### src/rtl/apa102_pkg.sv
// Shared constants for the APA102 text scroller: lowercase 8x8 font, frame framing helpers, FSM states.
// Glyph row 0 is the most significant byte; bit 7 of each row byte is the leftmost column.
package apa102_pkg;

    localparam int START_BITS = 32;
    localparam logic [2:0] LED_HDR = 3'b111;

    localparam logic [0:25][63:0] FONT_ROM = {
        64'h00003c063e663e00, 64'he0607c666666dc00, 64'h00003c6660663c00, 64'h0e063e6666663b00,
        64'h00003c667e603c00, 64'h1c36307830307800, 64'h00003b66663e067c, 64'he0606c766666e600,
        64'h1800381818183c00, 64'h06000e060666663c, 64'he060666c786ce600, 64'h7030303030307800,
        64'h0000ccfed6d6c600, 64'h0000dc6666666600, 64'h00003c6666663c00, 64'h0000dc66667c60f0,
        64'h000076cccc7c0c1e, 64'h0000dc766060f000, 64'h00003e603c067c00, 64'h10307c3030341800,
        64'h0000666666663b00, 64'h00006666663c1800, 64'h0000c6d6d6fe6c00, 64'h0000c66c386cc600,
        64'h00006666663e067c, 64'h00007e4c18327e00
    };

    typedef enum logic [2:0] {S_IDLE, S_START, S_PIXELS, S_END, S_DONE} frame_state_t;

    function automatic int end_bits(input int n_leds);
        return 32 * ((n_leds + 63) / 64);
    endfunction

endpackage

### src/rtl/apa102_bit_tx.sv
// Serialises 32-bit words MSB first onto led_clk/led_data, 2*CLK_DIV clocks per bit.
// word_rdy is high in the last clock of the current word (or when idle); no word then means stop.
module apa102_bit_tx #(
    parameter int CLK_DIV = 2
) (
    input  logic        clk,
    input  logic        rst,
    input  logic [31:0] word,
    input  logic        word_vld,
    output logic        word_rdy,
    output logic        led_clk,
    output logic        led_data
);

    localparam int CW = $clog2(2 * CLK_DIV);
    localparam logic [CW-1:0] RISE = CW'(CLK_DIV - 1);
    localparam logic [CW-1:0] LAST = CW'(2 * CLK_DIV - 1);

    logic          active;
    logic [CW-1:0] cyc;
    logic [4:0]    bit_idx;
    logic [31:0]   sh;

    assign word_rdy = !active || (bit_idx == 5'd31 && cyc == LAST);

    always_ff @(posedge clk or posedge rst) begin
        if (rst) begin
            active   <= 1'b0;
            cyc      <= '0;
            bit_idx  <= '0;
            sh       <= '0;
            led_clk  <= 1'b0;
            led_data <= 1'b0;
        end else if (word_vld && word_rdy) begin
            active   <= 1'b1;
            sh       <= {word[30:0], 1'b0};
            led_data <= word[31];
            led_clk  <= 1'b0;
            cyc      <= '0;
            bit_idx  <= '0;
        end else if (active) begin
            if (cyc == LAST) begin
                led_clk <= 1'b0;
                if (bit_idx == 5'd31) begin
                    // No follow-on word: return to idle-low on both pins.
                    active   <= 1'b0;
                    led_data <= 1'b0;
                end else begin
                    led_data <= sh[31];
                    sh       <= sh << 1;
                    bit_idx  <= bit_idx + 5'd1;
                    cyc      <= '0;
                end
            end else begin
                cyc <= cyc + 1'b1;
                if (cyc == RISE)
                    led_clk <= 1'b1;
            end
        end
    end

endmodule

### src/rtl/apa102_text_scroller.sv
// Renders a host-written message onto an 8xCOLS serpentine APA102 matrix, one frame per start.
// Pixels are fetched combinationally at each word handoff; start is ignored while busy.
module apa102_text_scroller #(
    parameter int COLS       = 8,
    parameter int MSG_DEPTH  = 16,
    parameter int CLK_DIV    = 2,
    parameter int SERPENTINE = 1
) (
    input  logic                         clk,
    input  logic                         rst,
    input  logic                         wr_en,
    input  logic [$clog2(MSG_DEPTH)-1:0] wr_addr,
    input  logic [7:0]                   wr_char,
    input  logic [$clog2(MSG_DEPTH):0]   msg_len,
    input  logic                         mode,
    input  logic [31:0]                  fg_color,
    input  logic [31:0]                  bg_color,
    input  logic                         start,
    output logic                         busy,
    output logic                         frame_done,
    output logic                         led_clk,
    output logic                         led_data
);
    import apa102_pkg::*;

    localparam int AW        = $clog2(MSG_DEPTH);
    localparam int PW        = $clog2(8 * MSG_DEPTH);
    localparam int VW        = PW + 7;
    localparam int CWID      = $clog2(COLS);
    localparam int END_WORDS = end_bits(8 * COLS) / 32;

    frame_state_t    state, state_nxt;
    logic [7:0]      msg_buf [MSG_DEPTH];
    logic [PW-1:0]   pos;
    logic [PW:0]     pos_inc, range_q;
    logic [AW:0]     len_q;
    logic            mode_q;
    logic [31:0]     fg_q, bg_q;
    logic [2:0]      row;
    logic [CWID-1:0] col, c;
    logic [3:0]      end_cnt;
    logic            tx_vld, tx_rdy;
    logic [31:0]     tx_word, pix_word;
    logic            frame_go, pix_adv, end_adv, frame_fin;
    logic [VW-1:0]   v;
    logic [AW-1:0]   ch_addr;
    logic [2:0]      gcol;
    logic            in_view, lit;
    logic [7:0]      ch;
    logic [4:0]      gidx;

    function automatic logic [AW:0] clamp_len(input logic [AW:0] len);
        return (len > (AW+1)'(MSG_DEPTH)) ? (AW+1)'(MSG_DEPTH) : len;
    endfunction

    // Number of distinct pos values: L characters in static mode, 8L columns when scrolling.
    function automatic logic [PW:0] pos_range(input logic [AW:0] len, input logic md);
        return md ? {len, 3'b000} : (PW+1)'(len);
    endfunction

    assign busy    = (state != S_IDLE);
    assign range_q = pos_range(len_q, mode_q);
    assign pos_inc = {1'b0, pos} + 1'b1;

    always_comb begin
        c = ((SERPENTINE != 0) && row[0]) ? CWID'(COLS - 1) - col : col;
        v = VW'(pos) + VW'(c);
        // pos < 8L but pos + c may wrap several times when COLS exceeds 8L.
        for (int i = 0; i <= COLS / 8; i++)
            if (v >= VW'(range_q))
                v = v - VW'(range_q);
        if (mode_q) begin
            ch_addr = v[PW-1:3];
            gcol    = v[2:0];
            in_view = 1'b1;
        end else begin
            ch_addr = pos[AW-1:0];
            gcol    = c[2:0];
            in_view = (32'(c) < 32'd8);
        end
        ch       = msg_buf[ch_addr];
        gidx     = 5'(ch - 8'h61);
        lit      = (len_q != '0) && in_view && (ch >= 8'h61) && (ch <= 8'h7a)
                   && FONT_ROM[gidx][~{row, gcol}];
        pix_word = (lit ? fg_q : bg_q) | {LED_HDR, 29'd0};
    end

    always_comb begin
        state_nxt = state;
        tx_vld    = 1'b0;
        tx_word   = '0;
        frame_go  = 1'b0;
        pix_adv   = 1'b0;
        end_adv   = 1'b0;
        frame_fin = 1'b0;
        case (state)
            S_IDLE: if (start) begin
                tx_vld    = 1'b1;
                frame_go  = 1'b1;
                state_nxt = S_START;
            end
            S_START, S_PIXELS: if (tx_rdy) begin
                tx_vld    = 1'b1;
                tx_word   = pix_word;
                pix_adv   = 1'b1;
                state_nxt = (row == 3'd7 && col == CWID'(COLS - 1)) ? S_END : S_PIXELS;
            end
            S_END: if (tx_rdy) begin
                tx_vld  = 1'b1;
                tx_word = '1;
                end_adv = 1'b1;
                if (end_cnt == 4'(END_WORDS - 1))
                    state_nxt = S_DONE;
            end
            S_DONE: if (tx_rdy) begin
                frame_fin = 1'b1;
                state_nxt = S_IDLE;
            end
            default: state_nxt = S_IDLE;
        endcase
    end

    always_ff @(posedge clk or posedge rst) begin
        if (rst)
            state <= S_IDLE;
        else
            state <= state_nxt;
    end

    always_ff @(posedge clk or posedge rst) begin
        if (rst) begin
            pos        <= '0;
            len_q      <= '0;
            mode_q     <= 1'b0;
            fg_q       <= '0;
            bg_q       <= '0;
            row        <= '0;
            col        <= '0;
            end_cnt    <= '0;
            frame_done <= 1'b0;
            for (int i = 0; i < MSG_DEPTH; i++)
                msg_buf[i] <= '0;
        end else begin
            frame_done <= frame_fin;
            if (wr_en)
                msg_buf[wr_addr] <= wr_char;
            if (frame_go) begin
                len_q   <= clamp_len(msg_len);
                mode_q  <= mode;
                fg_q    <= fg_color;
                bg_q    <= bg_color;
                row     <= '0;
                col     <= '0;
                end_cnt <= '0;
                if ({1'b0, pos} >= pos_range(clamp_len(msg_len), mode))
                    pos <= '0;
            end
            if (pix_adv) begin
                if (col == CWID'(COLS - 1)) begin
                    col <= '0;
                    row <= row + 3'd1;
                end else begin
                    col <= col + 1'b1;
                end
            end
            if (end_adv)
                end_cnt <= end_cnt + 4'd1;
            if (frame_fin)
                pos <= (pos_inc >= range_q) ? '0 : pos_inc[PW-1:0];
        end
    end

    apa102_bit_tx #(.CLK_DIV(CLK_DIV)) u_tx (
        .clk      (clk),
        .rst      (rst),
        .word     (tx_word),
        .word_vld (tx_vld),
        .word_rdy (tx_rdy),
        .led_clk  (led_clk),
        .led_data (led_data)
    );

endmodule

### config.mk
export PLATFORM = sky130hd
export DESIGN_NAME = apa102_text_scroller
export DESIGN_NICKNAME = d
export VERILOG_FILES = /design/src/rtl/apa102_pkg.sv /design/src/rtl/apa102_bit_tx.sv /design/src/rtl/apa102_text_scroller.sv
export SDC_FILE = /design/constraint.sdc
export NUM_CORES = 1
export LEC_CHECK = 0
export ABC_AREA = 1
export BUFFER_PORTS_ARGS = -buffer_cell sky130_fd_sc_hd__buf_2
export CORE_UTILIZATION = 50
export DETAILED_ROUTE_END_ITERATION = 10
export PLACE_DENSITY = 0.67
export SLEW_MARGIN = 5
export SYNTH_ARGS = -nofsm -noshare
export SYNTH_HDL_FRONTEND = slang
export SYNTH_SLANG_ARGS = --single-unit
### constraint.sdc
create_clock -name clk -period 10.35 [get_ports clk]
set_input_delay 2.07 -clock clk [delete_from_list [all_inputs] [get_ports clk]]
set_output_delay 2.07 -clock clk [all_outputs]
set_load 0.05 [all_outputs]
* Yosys cells after proc, flatten, opt, wreduce, memory -nomap -nowiden *
Memory sizes are Yosys's and may differ from the RTL's.
Cells that the tools add are included.

operators by class
  $add $sub $neg = 11
  multiply operators = 0
  divide/modulo/power cells = 0
  $lt $le $gt $ge = 12
  equality and inequality tests = 16
  shift-type cells = 0
  mux-type cells = 72
  bitwise gates (word level) = 4
  reductions and logical operators = 28

operator list
  kind                   count
  $mux W32               6
  $bwmux W128            1
  $mux W64               2
  $pmux W32 S2           1
  $mux W8                5
  $mux W3                13
  $mux W7                5
  $bmux W8 S4            1
  $demux W8 S4           1
  $mux W29               1
  $mux W5                5
  $mux W1                20
  $ge A8 B8 Y1           2
  $ge A14 B8 Y1          1
  $mux W14               1
  $mux W4                3
  $pmux W3 S4            1
  $reduce_bool A2 Y1     6
  $ge A5 B5 Y1 const B   2
  $not A4 Y5             2
  $eq A3 B3 Y1 const B   3
  $sub A8 B8 Y9          1
  $add A7 B1 Y8 const B  1
  $add A7 B3 Y8          1
  39 further kinds       58

word-level totals
  bits in registers = 255
  latch bits = 0
  bits in writable memories = 0
  bits in read-only memories = 2048
  word-level logic and storage cells = 176
  memories kept = 1

memories
  memory            words  bits a word  read ports  clocked after memory_dff  write ports  line                        text
  (name not given)  32     64           1           0                         0            apa102_text_scroller.sv:84  && FONT_ROM[gidx][~{row, gcol}];

* Depth between registers and ports, before layout *
  depth after elaboration = 24
  depth in mapped cells = 65
  depth with buffers taken out = 60

* By module *
Synthesis repeated with hierarchy kept, for this count alone.

second synthesis, totals
  cells, all modules = 2249
  area total of the unflattened synthesis = 15822.7 um2

by module, submodules not included
  module                instances  cells each  area each (um2)  sequential area each (um2)
  apa102_text_scroller  1          1938        13670.6          5330.1
  apa102_bit_tx         1          311         2152.1           1026.0

* Worst setup path before layout *
No wires, ideal clock.

  kind = reg-to-reg
  from = reg row[0]
  to = reg u_tx.sh[12]
  setup time = 0.116 ns
  data arrival time = 7.385 ns
  data required time = 10.234 ns
  path slack = 2.849 ns
  cell stages (with the launch flop) = 60
  period minus slack after synthesis = 7.501 ns
  cells stage by stage = dfrtp_1 clkbuf_1 xor2_1 ha_1 fa_1 nand3_1 nand2_1 nand3_1 xor2_1 inv_1 ha_1 nand4_1 nor2_1 nor2_2 nand2_4 buf_6 inv_2 or2_2 [24 not listed] nor2_1 nand3_1 nand2_1 nand2_1 nand3_1 nand2_1 nor2_1 nand2_1 nand3_1 nand3_1 nand2_2 buf_6 buf_6 nand4_1 nand3_1 nand2_1 nand2_1 nand2_1

on the way
  longest elaborated chain between the ends = 23

RTL lines
  element                                                line                                                    text
  start: declaration                                     apa102_text_scroller.sv:39                              logic [2:0] row;
  start signal: assignment                               apa102_text_scroller.sv:161                             row <= row + 3'd1;
  $mux W3                                                apa102_text_scroller.sv:66                              c = ((SERPENTINE != 0) && row[0]) ? CWID'(COLS - 1) - col : col;
  $add A7 B3 Y8                                          apa102_text_scroller.sv:67                              v = VW'(pos) + VW'(c);
  $sub A8 B8 Y9 / $ge A8 B8 Y1 (equally long branches)   apa102_text_scroller.sv:71, apa102_text_scroller.sv:70
  $mux W14                                               apa102_text_scroller.sv:70                              if (v >= VW'(range_q))
  $ge A14 B8 Y1 / $sub A7 B7 Y7 (equally long branches)  apa102_text_scroller.sv:70, apa102_text_scroller.sv:71
  $mux W7                                                apa102_text_scroller.sv:70
  $mux W4                                                apa102_text_scroller.sv:72                              if (mode_q) begin
  $not A4 Y5 (not written as such)                       apa102_text_scroller.sv:81                              ch = msg_buf[ch_addr];
  [6 not listed]                                         --
  $mux W64 (not written as such) (2 in a row)            apa102_text_scroller.sv:84
  $bmux W1 S6                                            apa102_text_scroller.sv:84
  $mux W1 (not written as such)                          apa102_text_scroller.sv:84
  $logic_and A1 B1 Y1 *                                  apa102_text_scroller.sv:84
  $mux W29 *                                             apa102_text_scroller.sv:85                              pix_word = (lit ? fg_q : bg_q) | {LED_HDR, 29'd0};
  $mux W32 *                                             apa102_text_scroller.sv:102                             S_START, S_PIXELS: if (tx_rdy) begin
  $pmux W32 S2 *                                         apa102_text_scroller.sv:96                              case (state)
  $mux W32 *                                             apa102_bit_tx.sv:34                                     end else if (word_vld && word_rdy) begin
  end signal: assignment                                 apa102_bit_tx.sv:36                                     sh <= {word[30:0], 1'b0};
  end signal: assignment                                 apa102_bit_tx.sv:50                                     sh <= sh << 1;
  end: declaration                                       apa102_bit_tx.sv:22                                     logic [31:0] sh;

Every way passes the cells marked *; elsewhere a longest branch is shown, timed or not. The select of a mux whose other input is x is not followed.
A chain may end at the register's enable or synchronous reset.

* Worst setup path in the final report *
  from = reg row[0]
  to = reg u_tx.sh[21]

The elaborated chain is that of the path after synthesis.

==> out/metrics.cfg <==
[status]
status = completed

[grt]
grt_util_all_layers_pct = 26.1
grt_start_max_net_pins = 125
grt_pass1_wl_mm = 67.0
grt_pass1_vias = 13000
overflow = 0
antenna_found_initial = 1

[sta]
drv_slew = 0
finalSetupViolCount = 0
fmax_mhz = 108
tns_ns = 0
hold_violations = 0
max_slew_margin_pct = 21.7
rsz0062_at_grt = false
worst_pin_slew_ns = 1.17
fin_crit_ns = 9.27
whs_ns = 0.478
fin_crit_sh_pct = 89.5
clock_skew_ns = 0.0107

[setup_path]
endpoint_kind = flop
cp_slowest_cell = dfrtp_1
required_ns = 10.77
crit_type = flop to flop
critPathLaunchType = flop
critPathArrivalTime_ns = 9.69
max_stage_delay_ns = 0.56
worst-path-max-fanout = 27

[min_path]
hold_path.class = flop to flop

[route]
num_vias = 14200
drt_wl_total_mm = 41.2
wire_per_inst_um = 15.7
viasPerCell = 5.42
dr.pass1.iters = 6
antenna_left = 0
drc = 0
drt_iter0_drc = 1399

[synth]
yosys.area.top_type = dfrtp_1
synthSimpleGateAreaFrac_pct = 31.2
synthMuxAreaShare_pct = 0
synth_top_family_by_area = simple AND/OR/NAND/NOR gates
synth_seq_area_share_pct = 40.5
syn_inst = 2176
netlist_top_cells_area = dfrtp_1 (41%), nand2_1 (15%), nand3_1 (7.7%), o21ai_0 (6.2%), inv_1 (5.9%)
synthFlopType = dfrtp_1
synth.distinct_cells = 48
synth_xor_area_share_pct = 1.40
synth-edff-count = 0
synthAdderAreaFrac_pct = 4.85
synth_top_area_share_pct = 40.5
synth_compound_area_share_pct = 12.0
syn_area_um2 = 15700
ys_warn_count = 0
synth_seq_cells = 254
synthesis.nets = 2321
async_flop_share_pct = 100
synth.avg_cell_area_um2 = 7.20

[cts]
clockBufferDepth = 3
clk_pin_slew_ns = 0.06
postCtsSetupRepairBufs = 0
worstSkewPairLatency_ns = 0.53
ctsHoldBuffers = 0
ctsResizeCount = 0
cts_tree = built
numCtsBuffers = 26
cts.sinks = 254
cts_root_buf = clkbuf_16
htreeDepth = 1

[die]
initial_core_util_pct = 51.0
die_w_um = 179
die_h_um = 179
pin_count = 90
die-area_um2 = 32100
core_um2 = 30700
rows = 64

[layout]
drive_gt1_share_pct = 9.59
fin_nets = 2350
syn_to_final_growth_pct = 8.74

[flow_run]
cap_viol_max_count = 0

[place]
hpwl_mm = 27.9
port_buffers = 83
gp_congestion = 0.961

==> cells by family (layout without fill, tap and decap cells) <==
kind of cell / Yosys count / after routing
DFF: 254 / 254
xor gates and xnor gates: 25 / 25
AOI/OAI and AO/OA: 347 / 347
and+or+nand+nor: 1123 / 1123
buffers and inverters: 368 / 414
adders and majority gates: 59 / 59
other: 0 / 1
==> worst max-delay path: cells and delay by family, from the launching register on <==
family	cells	cell delay (ns)
AND/OR/NAND/NOR	38	5.04
XOR/XNOR	2	0.41
AO/OA/AOI/OAI	1	0.10
adder cells (fa/ha/maj)	6	1.96
buffers and inverters	8	1.05
flip-flops	1	0.56
==> layout by cell type, fill, tap and decap left out, types with 9 or more instances in the layout <==
| master | Yosys | routed |
|---|---|---|
| nand3_1 | 241 | 241 |
| o21ai_0 | 194 | 194 |
| clkbuf_16 | 0 | 27 |
| nand2_2 | 10 | 10 |
| buf_4 | 6 | 23 |
| a21oi_1 | 84 | 84 |
| nand4_1 | 44 | 44 |
| o21ai_1 | 14 | 14 |
| nand2_1 | 610 | 610 |
| xor2_1 | 16 | 16 |
| nor2_1 | 164 | 162 |
| buf_2 | 19 | 83 |
| inv_1 | 247 | 246 |
| dfrtp_1 | 254 | 254 |
| inv_2 | 12 | 12 |
| xnor2_1 | 9 | 9 |
| or2_2 | 15 | 15 |
| a31oi_1 | 14 | 14 |
| ha_1 | 56 | 56 |
| nor3_1 | 10 | 10 |
==> flip-flops by register name, indices dropped and copies added, names as in the netlist, 4 cells and up <==
register / count
u_tx.bit_idx: 5
u_tx.sh: 31
len_q: 5
pos: 7
bg_q: 29
fg_q: 29
end_cnt: 4
msg_buf: 128
==> path summary, 6_finish.rpt <==
| path | start | to | slack, ns | cells after the start |
|---|---|---|---|---|
| hold reg to reg | fg_q[0] | fg_q[0] | 0.48 | 2 |
| max in group asynchronous | rst | msg_buf[26] | 7.17 | 3 |
| setup reg to reg | row[0] | u_tx.sh[21] | 1.08 | 55 |
| setup / recovery | row[0] | u_tx.sh[21] | 1.08 | 55 |
| hold / removal | fg_q[0] | fg_q[0] | 0.48 | 2 |
| min in group asynchronous | rst | msg_buf[47] | 1.66 | 2 |
==> layer usage <==
layer | track usage, % | vias to the layer above | part of all wire [%]
li1 | - | 7080 | -
met1 | 37.1 | 6619 | 45
met2 | 42.1 | 441 | 46
met3 | 2.91 | 64 | 6.3
met4 | 7.31 | 0 | 2.1
met5 | 0 | - | 0
==> area by class of cell <==
| cell class | instances | area [um2] |
|---|---|---|
| Sequential cell | 254 | 6360 |
| Multi-Input combinational cell | 1554 | 7770 |
| Antenna cell | 1 | 2.50 |
| Fill cell | 2975 | 13700 |
| Inverter | 262 | 991 |
| Clock inverter | 3 | 17.5 |
| Timing Repair Buffer | 107 | 608 |
| Clock buffer | 42 | 802 |
| Tap cell | 396 | 495 |
==> cell usage after synthesis, types with 3 or more instances <==
library cell	count
o21ai_0	194
o32ai_1	3
nand4_1	44
nand2_2	10
o21ai_1	14
xnor2_1	9
inv_1	247
nor2_1	164
xor2_1	16
nor2_4	4
ha_1	56
o21a_1	8
or2_2	15
nor3_1	10
nand3_1	241
buf_6	18
nand2_1	610
nor4_1	5
a31oi_1	14
o211ai_1	7
clkinv_1	3
fa_1	3
a21oi_1	84
dfrtp_1	254
clkbuf_1	62
buf_4	6
inv_2	12
nand2_4	8
buf_2	19
nand3_2	6
o22ai_1	7
==> stage by stage <==
| step | cells | utilization, % | area, um2 | setup slack [ns] |
|---|---|---|---|---|
| after floorplan | 2176 | - | 15700 | 1.29 |
| after global placement | 2573 | 52.8 | 16200 | 1.32 |
| after detailed placement | 2573 | 52.8 | 16200 | 1.21 |
| after CTS | 2618 | 55.4 | 17000 | 1.15 |
| after global routing | 2618 | 55.4 | 17000 | 0.257 |
| final | 2619 | 55.4 | 17000 | 1.08 |
Power is not shown: default switching activity piles up to over one toggle a cycle in this logic, so the estimate is an artifact.
